<file path="config.mk">
export PLATFORM = sky130hd
export DESIGN_NAME = lcv_mul_acc_pipe
export DESIGN_NICKNAME = d
export VERILOG_FILES = /design/src/rtl/lcv_mul_acc_pipe.sv
export SDC_FILE = /design/constraint.sdc
export NUM_CORES = 1
export LEC_CHECK = 0
export ABC_AREA = 1
export BUFFER_PORTS_ARGS = -buffer_cell sky130_fd_sc_hd__buf_2
export CAP_MARGIN = 20
export CORE_ASPECT_RATIO = 0.5
export CORE_MARGIN = 2
export CORE_UTILIZATION = 40
export DETAILED_ROUTE_END_ITERATION = 16
export PLACE_DENSITY = 0.6
export SYNTH_ARGS = -nofsm -noshare
export SYNTH_HDL_FRONTEND = slang
export SYNTH_SLANG_ARGS = --single-unit
</file>
<file path="constraint.sdc">
create_clock -name clk -period 5.5 [get_ports clk]
set_input_delay 0 -clock clk [delete_from_list [all_inputs] [get_ports clk]]
set_output_delay 0 -clock clk [all_outputs]
set_load 0.02 [all_outputs]
</file>
<file path="src/rtl/lcv_mul_acc_pipe.sv">
// lcv_mul_acc_pipe: three-stage signed multiply-accumulate with valid/ready on both sides
// Ports:
//   clk, rst (async active-low)
//   in_valid/in_ready, in_a, in_b, in_sub, in_first, in_last : input beat stream
//   out_valid/out_ready, out_data, out_ovf                   : one result per in_last sequence
module lcv_mul_acc_pipe #(
  parameter int A_WIDTH   = 16,
  parameter int B_WIDTH   = 16,
  parameter int ACC_WIDTH = 40,
  parameter int SATURATE  = 1
) (
  input  logic                 clk,
  input  logic                 rst,
  input  logic                 in_valid,
  output logic                 in_ready,
  input  logic [A_WIDTH-1:0]   in_a,
  input  logic [B_WIDTH-1:0]   in_b,
  input  logic                 in_sub,
  input  logic                 in_first,
  input  logic                 in_last,
  output logic                 out_valid,
  input  logic                 out_ready,
  output logic [ACC_WIDTH-1:0] out_data,
  output logic                 out_ovf
);
  localparam int PW = A_WIDTH + B_WIDTH;
  localparam logic [ACC_WIDTH-1:0] MAXV = {1'b0, {(ACC_WIDTH-1){1'b1}}};
  localparam logic [ACC_WIDTH-1:0] MINV = {1'b1, {(ACC_WIDTH-1){1'b0}}};
  if (PW > ACC_WIDTH) begin : g_width_check
    $error("lcv_mul_acc_pipe: A_WIDTH+B_WIDTH must not exceed ACC_WIDTH");
  end
  logic                       adv;
  logic                       s1_v, s1_sub, s1_first, s1_last;
  logic signed [A_WIDTH-1:0]  s1_a;
  logic signed [B_WIDTH-1:0]  s1_b;
  logic signed [PW-1:0]       prod;
  logic                       s2_v, s2_sub, s2_first, s2_last;
  logic        [PW-1:0]       s2_p;
  logic        [ACC_WIDTH-1:0] acc, res;
  logic                       sticky, ovf, sticky_nxt;
  logic        [ACC_WIDTH:0]  base, ext, sum;
  // One shared advance: a pending, untaken result freezes every stage
  assign adv      = !out_valid || out_ready;
  assign in_ready = adv;
  assign prod     = PW'(s1_a) * PW'(s1_b);
  always_comb begin
    base       = s2_first ? '0 : {acc[ACC_WIDTH-1], acc};
    ext        = {{(ACC_WIDTH+1-PW){s2_p[PW-1]}}, s2_p};
    sum        = s2_sub ? base - ext : base + ext;
    ovf        = sum[ACC_WIDTH] ^ sum[ACC_WIDTH-1];
    res        = (ovf && SATURATE != 0) ? (sum[ACC_WIDTH] ? MINV : MAXV) : sum[ACC_WIDTH-1:0];
    sticky_nxt = (!s2_first && sticky) || ovf;
  end
  // acc/sticky are zeroed after a last beat, so the next beat starts from zero with or without first
  always_ff @(posedge clk or negedge rst) begin
    if (!rst) begin
      s1_v      <= 1'b0;
      s1_sub    <= 1'b0;
      s1_first  <= 1'b0;
      s1_last   <= 1'b0;
      s1_a      <= '0;
      s1_b      <= '0;
      s2_v      <= 1'b0;
      s2_sub    <= 1'b0;
      s2_first  <= 1'b0;
      s2_last   <= 1'b0;
      s2_p      <= '0;
      acc       <= '0;
      sticky    <= 1'b0;
      out_valid <= 1'b0;
      out_data  <= '0;
      out_ovf   <= 1'b0;
    end else if (adv) begin
      s1_v      <= in_valid;
      s1_sub    <= in_sub;
      s1_first  <= in_first;
      s1_last   <= in_last;
      s1_a      <= in_a;
      s1_b      <= in_b;
      s2_v      <= s1_v;
      s2_sub    <= s1_sub;
      s2_first  <= s1_first;
      s2_last   <= s1_last;
      s2_p      <= prod;
      if (s2_v) begin
        acc    <= s2_last ? '0 : res;
        sticky <= !s2_last && sticky_nxt;
      end
      out_valid <= s2_v && s2_last;
      if (s2_v && s2_last) begin
        out_data <= res;
        out_ovf  <= sticky_nxt;
      end
    end
  end
endmodule

</file>
Yosys cells after proc, flatten, opt, wreduce, memory -nomap -nowiden
Cells that the tools add are included.

storage, ports and cells
  register bits = 155
  input port bits = 39
  word-level logic and storage cells = 35

cells by class
  add/sub/neg operators = 2
  multiply operators = 1
  multiplexer cells = 5
  bitwise gates (word level) = 1
  reductions and logical operators = 10

operators with widths
  operator             number
  $mux W40             3
  $mux W41             2
  $add A41 B41 Y41     1
  $sub A41 B41 Y41     1
  $mul A16 B16 Y32     1
  $reduce_and A2 Y1    2
  $logic_and A1 B1 Y1  3
  $logic_not A1 Y1     3
  $logic_or A1 B1 Y1   2
  $xor A1 B1 Y1        1

Depth between registers and ports, before layout
  depth in word-level cells = 6
  mapped depth = 29
  gate-level depth less buffers = 28

Least setup slack after synthesis
OpenSTA, ideal clock, no wires.

  path type = flip-flop to flip-flop
  start point = reg s1_a[15]
  end point = reg s2_p[27]
  arrival = 5722 ps
  required time = 5369 ps
  path slack = -353 ps
  stages on the path, launching flop included = 22
  path buffers = 2
  clock period less this slack = 5853 ps
  path through = dfrtp_1 > clkbuf_1 > clkbuf_1 > nand2_1 > inv_1 > fa_1 > fa_1 > fa_1 > fa_1 > fa_1 > inv_1 > fa_1 > inv_1 > ha_1 > a21oi_1 > o21ai_0 > a21oi_1 > nand3_1 > a21o_1 > or2_2 > nand3_1 > o21ai_0

between the ends
  cells in the longest elaborated chain, start to end = 1

ends and longest elaborated chain
  element                 line  text
  start, declared         34    logic signed [A_WIDTH-1:0] s1_a;
  start signal, assigned  78    s1_a <= in_a;
  $mul A16 B16 Y32        45    assign prod = PW'(s1_a) * PW'(s1_b);
  end signal, assigned    84    s2_p <= prod;
  end, declared           38    logic [PW-1:0] s2_p;

No other way between the ends.
A chain may end at the register's enable or synchronous reset.

Worst setup path after layout
  start point = reg s1_b[5]
  end point = reg s2_p[28]

between the ends
  cells in the longest elaborated chain, start to end = 1

ends and longest elaborated chain
  element                 line  text
  start, declared         35    logic signed [B_WIDTH-1:0] s1_b;
  start signal, assigned  79    s1_b <= in_b;
  $mul A16 B16 Y32        45

No other way between the ends.

==> flow_metrics.py <==
metrics = {
    "status": {
        "outcome": "complete, but fails checks",
        "failed_checks": "negative setup slack",
    },
    "finish": {
        "layout.cell_area.non_filler_um2": 25040,
        "design.final.nets": 3513,
        "layout-drive-gt1-share": 0.1899,
        "non_filler_cells_in_the_finished_layout": 3791,
        "diodes": 0,
        "layout-area-overhead-vs-synth_pct": 21.84,
    },
    "timing": {
        "period_share": 1.025,
        "worst_pin_slew_ps": 842.5,
        "setup_repair_after_global_routing_missed_its_margin": "true",
        "finalClockSkew_ps": 23.37,
        "clock.fmax_mhz": 177.3,
        "period_minus_slack_ps": 5640,
        "final-max-slew-violation-count": 0,
        "slew-limit-headroom": 0.4383,
        "finalHoldWorstSlack_ps": 28.78,
        "finalHoldViolations": 0,
        "worst_slack_ps": -139.9,
        "finalSetupViolations": 5,
    },
    "detailed_routing": {
        "routed_wire_length_per_instance_um": 16.02,
        "routed_wirelength_mm": 60.72,
        "average_vias_per_placed_instance": 4.818,
        "met1_length_mm": 28.58,
        "topRoutingLayerUsed": "met5",
        "wl_met2_mm": 27.67,
        "drt_drc_violations_left": 0,
        "met3_routed_wl_mm": 3.347,
        "drt_iter0_drc": 1308,
        "drt_first_pass_iters": 5,
        "ant_nets": 0,
        "vias": 18270,
    },
    "synth": {
        "netlist_area_um2": 20550,
        "synth-async-reset-ratio": 1.000,
        "synth_warn": 0,
        "synthFlopType": "dfrtp_1",
        "syn-instance-count": 2831,
        "mappedNetlistNets": 3256,
        "largest_cells_by_area_after_synthesis": "fa_1, dfrtp_1, nand2_1",
        "synth-seq-cells": 155,
        "synth.avg_cell_area_um2": 7.258,
        "synth_top_area_frac": 0.2562,
        "synth_enable_flop_cells": 0,
        "synth_cell_types": 43,
        "yosysTopAreaCell": "fa_1",
        "yosysSeqAreaShare": 0.1888,
    },
    "global_routing": {
        "global_route_wire_length_before_repair_mm": 97.01,
        "grt_overflow_total": 0,
        "first_global_vias": 18180,
        "groute.usage.overall": 0.2302,
        "grt_antenna_before_repair": 1,
        "grt_max_degree": 75,
    },
    "worst_setup_path": {
        "critical_path_arrival_ps": 5990,
        "critPathRequiredTime_ps": 5850,
        "worstPathMaxFanout": 5,
        "setup.worst_path.class": "flop to flop",
        "critical_path.startpoint_type": "flop",
        "cp-end-kind": "flop",
    },
    "clock_tree": {
        "cts_tree": "done",
        "worstSkewPairLatency_ps": 470,
        "cts.htree.levels": 4,
        "clock_tree.root_cell": "clkbuf_16",
        "cts-buffers-inserted": 17,
        "clock_path_buffers": 2,
        "cts.sink_count": 155,
        "cts.reportedPaths.clkPinSlew_ps": 80,
    },
    "floorplanning": {
        "num_rows": 58,
        "die_h_um": 164.3,
        "dieWidth_um": 324.5,
        "initial_utilization": 0.4068,
        "design.core.area_um2": 50510,
        "top_level_port_count": 82,
        "floorplan.die_area_um2": 53310,
    },
    "placed_design": {
        "port_buffers": 81,
        "placed_cells": 3668,
        "routabilityCongestion": 1.022,
        "hpwlAfterDp_mm": 47.52,
        "dp_slack_ps": -317.5,
        "area_after_detailed_placement_um2": 22780,
    },
    "job": {
        "drv.max_cap_violation_count": 0,
    },
    "worst_hold_path": {
        "hold_path_class": "primary input to flop",
    },
}
[kinds of logic (layout without fill, tap and decap cells)]
logic type	after synthesis	in the layout	share of synthesized area
simple gates	1262	1263	0.2509
buf+inv	721	990	0.1356
fa+ha+maj	386	386	0.3311
compound gates	229	229	0.06029
flops	155	155	0.1888
xor+xnor	78	78	0.03325
[layout make-up]
cell class,instances,area [um2]
clock inverters,15,172.7
flip-flops and latches,155,3905
multi-input cells,1956,14690
inverters,612,2297
fillers,4946,25470
repair buffers,346,2686
clock buffers,17,425.4
well taps,690,863.3
[layer usage]
layer / vias to the layer above / GRT usage
li1: 8874 / -
met1: 8852 / 0.3226
met2: 467 / 0.3824
met3: 70 / 0.02947
met4: 2 / 0.05072
met5: - / 0
[flip-flops by register name, indices dropped and copies added (netlist names)]
register,count
acc,40
out_data,40
s2_p,32
s1_a,16
s1_b,16
out_ovf,1
out_valid,1
s1_first,1
s1_last,1
s1_sub,1
s1_v,1
s2_first,1
s2_last,1
s2_sub,1
s2_v,1
sticky,1
[synthesized netlist by cell type, types with 30 or more instances]
master	number
fa_1	263
clkbuf_1	88
o21ai_1	30
o21ai_0	75
nand3_1	69
dfrtp_1	155
ha_1	123
inv_1	606
nor2_1	199
xor2_1	54
nand2_2	30
a21oi_1	85
nand2_1	881
[worst max-delay path, stage by stage, from the launching register on]
cell	delay (ps)
dfrtp_2	470
buf_6	140
buf_4	130
nand2_2	50
inv_1	40
fa_1	460
fa_1	510
fa_1	580
fa_1	460
fa_1	520
inv_1	50
fa_1	490
inv_2	50
ha_4	290
nand4_1	140
buf_4	180
inv_2	60
a21oi_4	60
buf_4	130
buf_4	120
buf_4	120
buf_4	120
inv_2	50
nand2_1	60
nand3_1	80
nand2_1	50
nand3_1	60
nand2_1	50
[through the flow]
step / TNS (ps) / util
final: -312.2 / 0.4957
after global routing: -2568 / 0.4957
after CTS: -165.6 / 0.4816
after detailed placement: -2681 / 0.4511
after global placement: -1844 / 0.4511
after floorplan: -2.538 / -
[cells in the final DEF, fill, tap and decap left out, drive strengths merged]
| cell type | n |
|---|---|
| or2 | 14 |
| buf | 308 |
| clkbuf | 18 |
| inv | 618 |
| dfrtp | 155 |
| a21oi | 85 |
| bufinv | 1 |
| nand3b | 6 |
| a31oi | 6 |
| nand2 | 912 |
| o21bai | 10 |
| clkinv | 7 |
| a21boi | 5 |
| xnor2 | 24 |
| a21o | 12 |
| o31ai | 2 |
| nand4 | 19 |
| nor4 | 6 |
| nor2 | 208 |
| o211ai | 1 |
| fa | 263 |
| o211a | 1 |
| dlygate4sd3 | 37 |
| nand3 | 77 |
| clkinvlp | 1 |
| and2 | 1 |
| xor2 | 54 |
| o21a | 1 |
| nor3 | 20 |
| a211oi | 1 |
| ha | 123 |
| o21ai | 105 |
[repair_timing]
item | in CTS | in global routing
setup endpoints to repair | 18 | 23
gates cloned | 0 | 2
hold endpoints to repair | 108 | 0
gates resized for setup | 84 | 157
hold buffers | 37 | 0
pin swaps | 40 | 58
setup buffers | 33 | 20
[path summary, 6_finish.rpt]
check                                   from            to  slack (ps)  depth (start not counted)
worst max-delay path                 s1_b[5]      s2_p[28]        -140                         27
worst min-delay path               out_ready      s1_a[15]          30                          5
worst max register to register       s1_b[5]      s2_p[28]        -140                         27
worst min register to register  out_data[16]  out_data[16]         470                          2
max in group asynchronous                rst       s1_b[4]        4030                          3
min in group asynchronous                rst  out_data[24]          90                          2
Power is not shown: default switching activity piles up to over one toggle a cycle in this logic, so the estimate is an artifact.
